$ cat src/rtl/spi_master_pkg.sv
// Shared types and helpers for the write-only SPI master.
// Provides the FSM state encoding and the counter-width helper.
package spi_master_pkg;

    typedef enum logic [1:0] {
        IDLE  = 2'd0,
        SHIFT = 2'd1,
        WAIT  = 2'd2
    } state_t;

    // Bits needed to hold 0..n-1, never less than one bit.
    function automatic int cnt_width(input int n);
        if (n > 1) begin
            return $clog2(n);
        end else begin
            return 1;
        end
    endfunction

endpackage

$ cat src/rtl/spi_master_o.sv
// Write-only SPI master: one DATA_WIDTH-bit word per request, MSB first, sclk = clk/2.
// sync_o frames the word and stays high for WAIT_CYCLES clocks before the next accept.
module spi_master_o
    import spi_master_pkg::*;
#(
    parameter int DATA_WIDTH  = 8,
    parameter int WAIT_CYCLES = 5
) (
    input  logic                  clk_i,
    input  logic                  arst_i,
    input  logic [DATA_WIDTH-1:0] data_i,
    input  logic                  wre_i,
    output logic                  rdy,
    output logic                  sdi_o,
    output logic                  sclk_o,
    output logic                  sync_o
);

    localparam int   BCW      = cnt_width(DATA_WIDTH);
    localparam int   WCW      = cnt_width(WAIT_CYCLES);
    localparam logic FAST_RDY = (WAIT_CYCLES == 0);

    state_t                  state_r, state_s;
    logic [DATA_WIDTH-1:0]   shreg_r, shreg_s;
    logic [BCW-1:0]          bit_cnt_r, bit_cnt_s;
    logic                    phase_r, phase_s;
    logic [WCW-1:0]          wait_cnt_r, wait_cnt_s;
    logic                    rdy_s, sdi_s, sclk_s, sync_s;

    // State, datapath and output registers; reset aborts any frame in progress.
    always_ff @(posedge clk_i) begin
        if (arst_i) begin
            state_r    <= IDLE;
            shreg_r    <= '0;
            bit_cnt_r  <= '0;
            phase_r    <= 1'b0;
            wait_cnt_r <= '0;
            rdy        <= 1'b1;
            sdi_o      <= 1'b0;
            sclk_o     <= 1'b1;
            sync_o     <= 1'b1;
        end else begin
            state_r    <= state_s;
            shreg_r    <= shreg_s;
            bit_cnt_r  <= bit_cnt_s;
            phase_r    <= phase_s;
            wait_cnt_r <= wait_cnt_s;
            rdy        <= rdy_s;
            sdi_o      <= sdi_s;
            sclk_o     <= sclk_s;
            sync_o     <= sync_s;
        end
    end

    // Next-state and counter logic; phase is the clk/2 divider for sclk.
    always_comb begin
        state_s    = state_r;
        shreg_s    = shreg_r;
        bit_cnt_s  = bit_cnt_r;
        phase_s    = phase_r;
        wait_cnt_s = wait_cnt_r;
        case (state_r)
            IDLE: begin
                if (wre_i) begin
                    state_s   = SHIFT;
                    shreg_s   = data_i;
                    bit_cnt_s = BCW'(DATA_WIDTH - 1);
                    phase_s   = 1'b0;
                end else begin
                    state_s   = IDLE;
                end
            end
            SHIFT: begin
                if (!phase_r) begin
                    phase_s = 1'b1;
                end else if (bit_cnt_r != '0) begin
                    bit_cnt_s = bit_cnt_r - BCW'(1);
                    phase_s   = 1'b0;
                end else begin
                    phase_s = 1'b0;
                    if (WAIT_CYCLES > 0) begin
                        wait_cnt_s = WCW'(WAIT_CYCLES - 1);
                        state_s    = WAIT;
                    end else begin
                        state_s    = IDLE;
                    end
                end
            end
            WAIT: begin
                if (wait_cnt_r == '0) begin
                    state_s = IDLE;
                end else begin
                    wait_cnt_s = wait_cnt_r - WCW'(1);
                end
            end
            default: begin
                state_s = IDLE;
            end
        endcase
    end

    // Next values of the registered pins; sdi only moves with sclk rising or at frame start.
    always_comb begin
        rdy_s  = rdy;
        sdi_s  = sdi_o;
        sclk_s = sclk_o;
        sync_s = sync_o;
        case (state_r)
            IDLE: begin
                sclk_s = 1'b1;
                if (wre_i) begin
                    rdy_s  = 1'b0;
                    sync_s = 1'b0;
                    sdi_s  = data_i[DATA_WIDTH-1];
                end else begin
                    rdy_s  = 1'b1;
                    sync_s = 1'b1;
                    sdi_s  = 1'b0;
                end
            end
            SHIFT: begin
                if (!phase_r) begin
                    sclk_s = 1'b0;
                end else begin
                    sclk_s = 1'b1;
                    if (bit_cnt_r != '0) begin
                        sdi_s = shreg_r[bit_cnt_r - BCW'(1)];
                    end else begin
                        sync_s = 1'b1;
                        sdi_s  = 1'b0;
                        rdy_s  = FAST_RDY;
                    end
                end
            end
            WAIT: begin
                sync_s = 1'b1;
                sclk_s = 1'b1;
                sdi_s  = 1'b0;
                if (wait_cnt_r == '0) begin
                    rdy_s = 1'b1;
                end else begin
                    rdy_s = 1'b0;
                end
            end
            default: begin
                rdy_s  = 1'b1;
                sync_s = 1'b1;
                sclk_s = 1'b1;
                sdi_s  = 1'b0;
            end
        endcase
    end

endmodule

$ cat config.mk
export PLATFORM = sky130hd
export DESIGN_NAME = spi_master_o
export DESIGN_NICKNAME = d
export VERILOG_FILES = /design/src/rtl/spi_master_pkg.sv /design/src/rtl/spi_master_o.sv
export SDC_FILE = /design/constraint.sdc
export NUM_CORES = 1
export LEC_CHECK = 0
export ABC_AREA = 1
export CAP_MARGIN = 30
export CORE_UTILIZATION = 52
export DETAILED_ROUTE_END_ITERATION = 8
export PLACE_DENSITY = 0.77
export SYNTH_ARGS = -nofsm -noshare
export SYNTH_HDL_FRONTEND = slang
export SYNTH_SLANG_ARGS = --single-unit
$ cat constraint.sdc
create_clock -name clk_i -period 1.55 [get_ports clk_i]
set_input_delay 0.31 -clock clk_i [delete_from_list [all_inputs] [get_ports clk_i]]
set_output_delay 0.31 -clock clk_i [all_outputs]
set_load 0.01 [all_outputs]
==> results.cfg <==
[hold_path]
hold_class = reg -> reg
whs_endpoint = shreg_r[1]
min_from = shreg_r[1]
min_delay_path_depth = 2

[cts]
clock-root-buffer = clkbuf_4
cts_htree_levels = 1
cts_tree = done
cts_buffers = 3
cts.sinks = 21
clk_latency_ns = 0.30
post_cts_buffers = 0
path_clk_slew_ns = 0.12
cts_buffer_depth = 2

[logic_synthesis]
synthArstFlopShare_pct = 0
synthTopCellsByArea = dfxtp_1, nand2_1, inv_1
synth_most_common_cell = nand2_1
ys_types = 24
synth_cells = 139
yosys.area.top_type = dfxtp_1
ys.flop_type = dfxtp_1
syn_nets = 154
ys_top_cells_by_count = nand2_1, dfxtp_1, inv_1
ys.warnings.count = 0
synth_top_area_share_pct = 40.19
syn_area_per_cell_um2 = 7.525
synth_area_um2 = 1046
yosysSeqAreaShare_pct = 40.19
synth-edff-count = 0
synth_seq_cells = 21

[placed_design]
gp_congestion = 0.7680
dp.cells = 182
place_hpwl_um = 1481
portBuffers = 14
pre_cts_ws_ns = 0.08101

[floorplanning]
start_util_pct = 58.06
dieWidth_um = 46.85
die-area_um2 = 2195
rows = 15
die_h_um = 46.85
pin_count = 15
coreArea_um2 = 1802

[finish]
num_antenna_cells = 0
nNetsFinal = 177
area_growth_pct = 22.37
layout.cells.non_filler = 186
drive_gt1_share_pct = 16.15
post-route-util_pct = 71.04

[global_route]
gr-total-overflow = 0
grt_pass1_vias = 776
grt_use_total_pct = 19.78
grt_start_max_net_pins = 15
antenna_found_initial = 0
grt_pass1_wl_um = 3146

[route]
drt_pass1_iterations = 4
ant_nets = 0
initialDrtViolationCount = 22
avgViaCountPerCell = 4.882
routed_wl_um = 1936
via_count = 908
post-route-drc-count = 0
wl_per_cell_um = 10.41

[status]
outcome = completed

[sta]
worst_pin_slew_ns = 0.3048
min_period_ns = 1.498
tns_ns = 0
finClkSkew_ns = 0.001866
setup_slack_ns = 0.05249
rsz0062_at_grt = no
max-slew-margin-rel_pct = 79.68
max_freq_mhz = 667.8
hold_viol_final = 0
setup_viol = 0
slew_viol_final = 0
period_share_pct = 96.61

[run]
maxCapViolations = 0

[setup_path]
start_kind = register
crit_path_end_kind = output pin
rr_worst_depth = 8
critPathRequiredTime_ns = 1.24
crit_family = buffers and inverters
worstPathCellList = clkdlybuf4s50_1
crit_slowest_cell = clkdlybuf4s50_1
cp.arrival_ns = 1.19
crit_buf_inv = 1
crit_fanout = 2
path_class = reg -> out
ff2ff_setup_slack_ns = 0.17
r2r_start = bit_cnt_r[0]
worstReg2RegEnd = bit_cnt_r[2]
critical-path-max-stage-delay_ns = 0.54

[power]
p_total_mw = 2.234
power_density_nw_per_um2 = 1745
power.leakage_nw = 0.6185
ir_worst_vdd_uv = 981.1
[where the power goes]
part,internal (mW),switching (mW)
logic,0.477,0.676
registers,0.710,0.102
clock network,0.0960,0.173
total,1.28,0.951
[what timing repair did]
item | CTS | global route
hold buffers | 0 | 0
setup endpoints to repair | 0 | 1
resized for setup | 0 | 1
[kinds of logic (layout without fill, tap and decap cells)]
logic type	after synthesis	in the layout	synth area share (%)
fa+ha+maj	4	4	4.785
xor+xnor	2	2	1.675
flops	21	21	40.19
simple gates	59	59	28.83
buf+inv	28	50	11.24
compound gates	25	25	13.28
[layer usage]
layer	track usage (%)	routed length (µm)	up-vias
met1	25.47	923	405
li1	-	-	478
met2	33.89	902	25
met5	0	0	-
met3	4.615	111	0
met4	4.000	0	0
[metrics by stage]
stage / hold slack, ns / instance area, µm²
after global placement: 0.4389 / 1250
final: 0.4603 / 1280
after detailed placement: 0.4461 / 1250
after floorplan: 0.3791 / 1046
after CTS: 0.4648 / 1277
after global routing: 0.4849 / 1280
[cells in the final DEF (no fill, tap or decap), types with 6 or more instances in the layout]
cell type and instances:
nor2_1 17, a21oi_1 8, clkdlybuf4s50_1 13, buf_4 6, dfxtp_1 21, nand2_1 22, o21ai_0 13, inv_1 20
nand3_1 10
[area by class of cell]
cell class,instances,area (µm²)
Timing Repair Buffer,20,187.7
Inverter,26,105.1
Multi-Input combinational cell,90,508.0
Clock buffer,3,22.52
Sequential cell,21,420.4
Tap cell,25,31.28
Fill cell,164,521.8
Clock inverter,1,5.005
[worst max-delay path by stage]
| stage | start | endpoint | slack (ns) | cells after the start |
|---|---|---|---|---|
| global route | sync_o | sync_o | 0.003 | 1 |
| finish | sync_o | sync_o | 0.05 | 1 |
| CTS | rdy | rdy | 0.02 | 1 |
| detailed placement | wre_i | bit_cnt_r[0] | 0.08 | 6 |
| global placement | wre_i | bit_cnt_r[1] | 0.14 | 6 |
| floorplan | bit_cnt_r[0] | bit_cnt_r[1] | 0.21 | 8 |
[tightest hold or removal path, cell delays in order, from the launching register on]
cell	delay, ns
dfxtp_1	0.32
inv_1	0.06
a21oi_1	0.05
[flip-flops by register name, summed over array words and instances, names as in the netlist]
| signal | flops |
|---|---|
| sdi_o | 1 |
| sync_o | 1 |
| sclk_o | 1 |
| state_r | 2 |
| bit_cnt_r | 3 |
| rdy | 1 |
| phase_r | 1 |
| shreg_r | 8 |
| wait_cnt_r | 3 |
Power figures use the tool's default switching activity.
